File: src/rtl/prog_loader.sv
// prog_loader: receives a framed byte stream (A5, N, N big-endian words, XOR
// checksum), writes the words to consecutive program-memory addresses and
// keeps the core in reset until a whole, checksum-verified program is loaded.
module prog_loader #(
    parameter int PC_WIDTH = 8,
    parameter int IRWidth  = 16,
    parameter int TIMEOUT  = 1000
) (
    input  logic                clk,
    input  logic                res,
    input  logic                rx_valid,
    input  logic [7:0]          rx_data,
    output logic                rx_ready,
    output logic                pm_wr_en,
    output logic [PC_WIDTH-1:0] pm_wr_addr,
    output logic [IRWidth-1:0]  pm_wr_data,
    output logic                cpu_res_n,
    output logic                done,
    output logic                err
);

    localparam logic [7:0]  SYNC     = 8'hA5;
    localparam bit          TMO_EN   = (TIMEOUT != 0);
    // Firing on the edge where the counter would reach TIMEOUT.
    localparam logic [15:0] TMO_LAST = (TIMEOUT == 0) ? 16'd0 : 16'(TIMEOUT - 1);

    typedef enum logic [2:0] {
        S_IDLE,
        S_LEN,
        S_HI,
        S_LO,
        S_WR,
        S_CHK,
        S_DONE,
        S_ERR
    } state_t;

    state_t              state;
    state_t              state_nx;
    logic                accept;
    logic                timed;
    logic                tmo_hit;
    logic                latch_len;
    logic                take_hi;
    logic                take_lo;
    logic                sum_ok;
    logic [8:0]          remaining;
    logic [7:0]          csum;
    logic [7:0]          hi_byte;
    logic [PC_WIDTH-1:0] addr;
    logic [15:0]         tmo_cnt;

    // A length byte of zero stands for a full 256-word program.
    function automatic logic [8:0] len_decode(input logic [7:0] b);
        return (b == 8'd0) ? 9'd256 : {1'b0, b};
    endfunction

    // State register.
    always_ff @(posedge clk or posedge res) begin
        if (res) state <= S_IDLE;
        else     state <= state_nx;
    end

    // Next-state decode, handshake and write strobe.
    always_comb begin
        state_nx  = state;
        rx_ready  = (state != S_WR);
        pm_wr_en  = 1'b0;
        latch_len = 1'b0;
        take_hi   = 1'b0;
        take_lo   = 1'b0;
        accept    = rx_valid && rx_ready;
        timed     = (state == S_LEN) || (state == S_HI) ||
                    (state == S_LO)  || (state == S_CHK);
        // An accepted byte on the firing edge wins over the timeout.
        tmo_hit   = TMO_EN && timed && !accept && (tmo_cnt == TMO_LAST);
        sum_ok    = (rx_data == csum);
        unique case (state)
            S_IDLE, S_DONE, S_ERR: begin
                if (accept && rx_data == SYNC) state_nx = S_LEN;
            end
            S_LEN: begin
                if (accept) begin
                    latch_len = 1'b1;
                    state_nx  = S_HI;
                end else if (tmo_hit) begin
                    state_nx  = S_ERR;
                end
            end
            S_HI: begin
                if (accept) begin
                    take_hi  = 1'b1;
                    state_nx = S_LO;
                end else if (tmo_hit) begin
                    state_nx = S_ERR;
                end
            end
            S_LO: begin
                if (accept) begin
                    take_lo  = 1'b1;
                    state_nx = S_WR;
                end else if (tmo_hit) begin
                    state_nx = S_ERR;
                end
            end
            S_WR: begin
                pm_wr_en = 1'b1;
                state_nx = (remaining == 9'd1) ? S_CHK : S_HI;
            end
            S_CHK: begin
                if (accept)       state_nx = sum_ok ? S_DONE : S_ERR;
                else if (tmo_hit) state_nx = S_ERR;
            end
            default: state_nx = S_IDLE;
        endcase
    end

    // Word assembly, running checksum, word count and write address.
    always_ff @(posedge clk or posedge res) begin
        if (res) begin
            remaining  <= 9'd0;
            csum       <= 8'd0;
            hi_byte    <= 8'd0;
            addr       <= '0;
            pm_wr_addr <= '0;
            pm_wr_data <= '0;
        end else begin
            if (latch_len) begin
                remaining <= len_decode(rx_data);
                csum      <= 8'd0;
                addr      <= '0;
            end
            if (take_hi) begin
                hi_byte <= rx_data;
                csum    <= csum ^ rx_data;
            end
            // Address/data are captured here so they stay put after the strobe.
            if (take_lo) begin
                csum       <= csum ^ rx_data;
                pm_wr_addr <= addr;
                pm_wr_data <= IRWidth'({hi_byte, rx_data});
            end
            if (pm_wr_en) begin
                addr      <= addr + PC_WIDTH'(1);
                remaining <= remaining - 9'd1;
            end
        end
    end

    // Inter-byte idle counter; only runs while a frame is in progress.
    always_ff @(posedge clk or posedge res) begin
        if (res) begin
            tmo_cnt <= 16'd0;
        end else if (!timed || accept || tmo_hit) begin
            tmo_cnt <= 16'd0;
        end else if (TMO_EN) begin
            tmo_cnt <= tmo_cnt + 16'd1;
        end
    end

    // Status lags the state by one cycle; a timeout flags the error on its own edge.
    always_ff @(posedge clk or posedge res) begin
        if (res) begin
            done      <= 1'b0;
            err       <= 1'b0;
            cpu_res_n <= 1'b0;
        end else if (tmo_hit) begin
            done      <= 1'b0;
            err       <= 1'b1;
            cpu_res_n <= 1'b0;
        end else begin
            case (state)
                S_LEN: begin
                    done      <= 1'b0;
                    err       <= 1'b0;
                    cpu_res_n <= 1'b0;
                end
                S_DONE: begin
                    done      <= 1'b1;
                    err       <= 1'b0;
                    cpu_res_n <= 1'b1;
                end
                S_ERR: begin
                    done      <= 1'b0;
                    err       <= 1'b1;
                    cpu_res_n <= 1'b0;
                end
                default: ;
            endcase
        end
    end

endmodule

File: config.mk
export PLATFORM = sky130hd
export DESIGN_NAME = prog_loader
export DESIGN_NICKNAME = d
export VERILOG_FILES = /design/src/rtl/prog_loader.sv
export SDC_FILE = /design/constraint.sdc
export NUM_CORES = 1
export LEC_CHECK = 0
export ABC_CLOCK_PERIOD_IN_PS = 3550
export BUFFER_PORTS_ARGS = -buffer_cell sky130_fd_sc_hd__buf_2
export CAP_MARGIN = 20
export CORE_UTILIZATION = 55
export DETAILED_ROUTE_END_ITERATION = 16
export PLACE_DENSITY = 0.71
export SYNTH_ARGS = -nofsm -noshare
export SYNTH_HDL_FRONTEND = slang
export SYNTH_SLANG_ARGS = --single-unit
File: constraint.sdc
create_clock -name clk -period 3.55 [get_ports clk]
set_input_delay 0.1775 -clock clk [delete_from_list [all_inputs] [get_ports clk]]
set_output_delay 0.1775 -clock clk [all_outputs]
set_load 0.01 [all_outputs]
==> flow_summary.ini <==
[critical_path]
reg2reg_from = state[1]$_DFFE_PP0P_
r2r_slack_ns = 1.02
crit_chain = or3b_2 > inv_1 > nand3_1 > o211a_1 > a221o_1
critPathTopFamily = simple AND/OR/NAND/NOR gates
worst_setup_path_start_kind = flip-flop
path_max_fanout = 25
cp.required_ns = 3.78
critPathKind = flip-flop to flip-flop
worstPathArrival_ns = 2.76
crit_start = state[1]$_DFFE_PP0P_
setup.worst_path.end_class = flip-flop
critPathBufInv = 1
max_stage_delay_ns = 0.71
slowest_stage = or3b_2

[sta]
tns_ns = 0
finalCritPeriodShare_pct = 71.2
clock.fmax_mhz = 396
finalCriticalPeriod_ns = 2.53
hold_viol = 0
drv_slew = 0
setup_viol = 0
slew_headroom_pct = 51.2
rsz0062_at_grt = no
finClkSkew_ns = 0.0103
tightestPinTransition_ns = 0.732

[hold_path]
hp-class = primary input to flip-flop
min_from = rx_data[3]

[logic_synthesis]
async_reset_ff_share_pct = 100
yosys_warnings = 0
synth_area_leader_cell = dfrtp_1
yosysSeqAreaShare_pct = 51.9
synth.most_common_cell = dfrtp_1
synthTopCellsByArea = dfrtp_1 52%, mux2_2 9.6%, xnor2_1 4.0%
yosysUniqueCellTypes = 52
syn_inst = 347
syn_avg_cell_area_um2 = 10.8
synth_flop_cell = dfrtp_1
synthTopCellsByCount = 78 x dfrtp_1, 32 x mux2_2, 30 x nor2_1, 22 x nand2_1, 19 x nand2b_1
post_synth_instance_area_mm2 = 0.00376
synth_edf_count = 0
synth_top_area_share_pct = 51.9
ys_ff_latch = 78
synth_nets = 362

[cts]
hold_buffers = 1
cts_setup_buffers = 0
cts_root_buf = clkbuf_8
cts_tree = done
htreeDepth = 3
cts_buffer_depth = 2
postCtsResizedCells = 0
cts_buffers = 9
clk_pin_slew_worst_paths_ns = 0.08
numClockSinks = 78
worst_skew_pair.late_latency_ns = 0.35

[final_layout]
syn_to_final_growth_pct = 13.0
fin_nets = 401
stdcell_area_mm2 = 0.00425
drive_above_1_share_pct = 25.3
insertedDiodeCount = 0

[die]
core_area_mm2 = 0.00646
die_h_um = 84.7
die_area_mm2 = 0.00717
num_rows = 29
die_x_um = 84.7
ios = 40
initial_core_util_pct = 58.2

[global_route]
grt_max_degree = 53
track_usage_pct = 24.4
first_global_vias = 2698
grt_overflow_total = 0
antenna_found_initial = 0
grt_first_pass_wirelength_mm = 13.5

[placement]
dp_hpwl_mm = 5.45
place.gp.congestion = 0.843
io_buffers = 39
placed_area_mm2 = 0.00401

[pwr]
cellLeakagePower_uw = 0.00194
power_density_mw_per_mm2 = 815
ir_worst_vdd_v = 0.000450

[route]
via_count = 2787
drt_iter0_drc = 210
routedWlPerCell_um = 17.3
wl_mm = 8.09
drc_errors = 0
viasPerCell = 5.96
first_pass_iters = 13
ant_nets = 0

[run]
cap_violations = 0

[status]
status = completed
[where the power goes]
part	switching [µW]	leakage, µW	internal [µW]	total (µW)
sequential	330	0.000986	1230	1560
combinational	563	0.000840	576	1140
clock	341	0.000113	420	761
[metal layers]
metal	share of wire, %	global-route usage, %	vias to the layer above
met4	1.7	9.40	0
met3	5.2	4.03	13
met2	45	37.0	81
met1	48	35.5	1363
met5	0	0	-
li1	-	-	1330
[path summary, 6_finish.rpt]
kind	endpoint	cells past startpoint
min in group asynchronous	tmo_cnt[15]$_DFF_PP0_	3
worst min-delay path	remaining[3]$_DFFE_PP0P_	3
max in group asynchronous	state[1]$_DFFE_PP0P_	4
worst max-delay path	remaining[6]$_DFFE_PP0P_	5
worst max register to register	remaining[6]$_DFFE_PP0P_	5
worst min register to register	pm_wr_addr[7]$_DFFE_PP0P_	1
[through the flow]
step           utilization, %  std cells  hold WS [ns]  power (µW)  setup WS [ns]
5_1_grt                  65.8        468         0.177        3690          0.876
6_report                 65.8        468         0.180        3460           1.02
2_1_floorplan               -        347         0.301        2340           1.38
4_1_cts                  65.8        468         0.156        3490           1.06
3_5_place_dp             62.1        451         0.287        2720           1.08
3_3_place_gp             62.1        451         0.281        2660           1.15
[layout make-up]
type,count,area [µm²]
Clock buffer,10,138
Clock inverter,6,93.8
Fill cell,511,2210
Inverter,11,41.3
Multi-Input combinational cell,243,1700
Sequential cell,78,1950
Tap cell,77,96.3
Timing Repair Buffer,43,228
[state kept, by name, summed over array words and instances, names as in the netlist]
| signal | cells |
|---|---|
| remaining | 9 |
| done | 1 |
| pm_wr_data | 16 |
| tmo_cnt | 16 |
| addr | 8 |
| err | 1 |
| hi_byte | 8 |
| pm_wr_addr | 8 |
| csum | 8 |
| state | 3 |
[layout by cell type, fill, tap and decap left out, drive strengths merged, types with 5 or more instances in the layout]
master | Yosys | routed
o21ai | 16 | 16
nand2b | 19 | 19
nand4 | 13 | 13
nand2 | 22 | 22
inv | 11 | 12
a22o | 8 | 8
and3 | 5 | 5
buf | 5 | 42
xnor2 | 17 | 17
nor3 | 8 | 8
nand3 | 17 | 17
clkbuf | 10 | 10
nor2 | 30 | 30
mux2 | 32 | 32
a21oi | 5 | 5
dfrtp | 78 | 78
[tightest hold or removal path, stage by stage]
cell and delay, ns:
buf_2 0.16, a32oi_1 0.08, nand2_1 0.07
[kinds of logic after synthesis]
kind of cell	share of synthesized area, %
XOR/XNOR	4.66
multiplexers	10.6
AND/OR/NAND/NOR	18.3
buffers and inverters	2.86
adder cells (fa/ha/maj)	1.33
AO/OA/AOI/OAI	10.3
flip-flops	51.9
No activity file was read; power rests on OpenSTA's default activity.
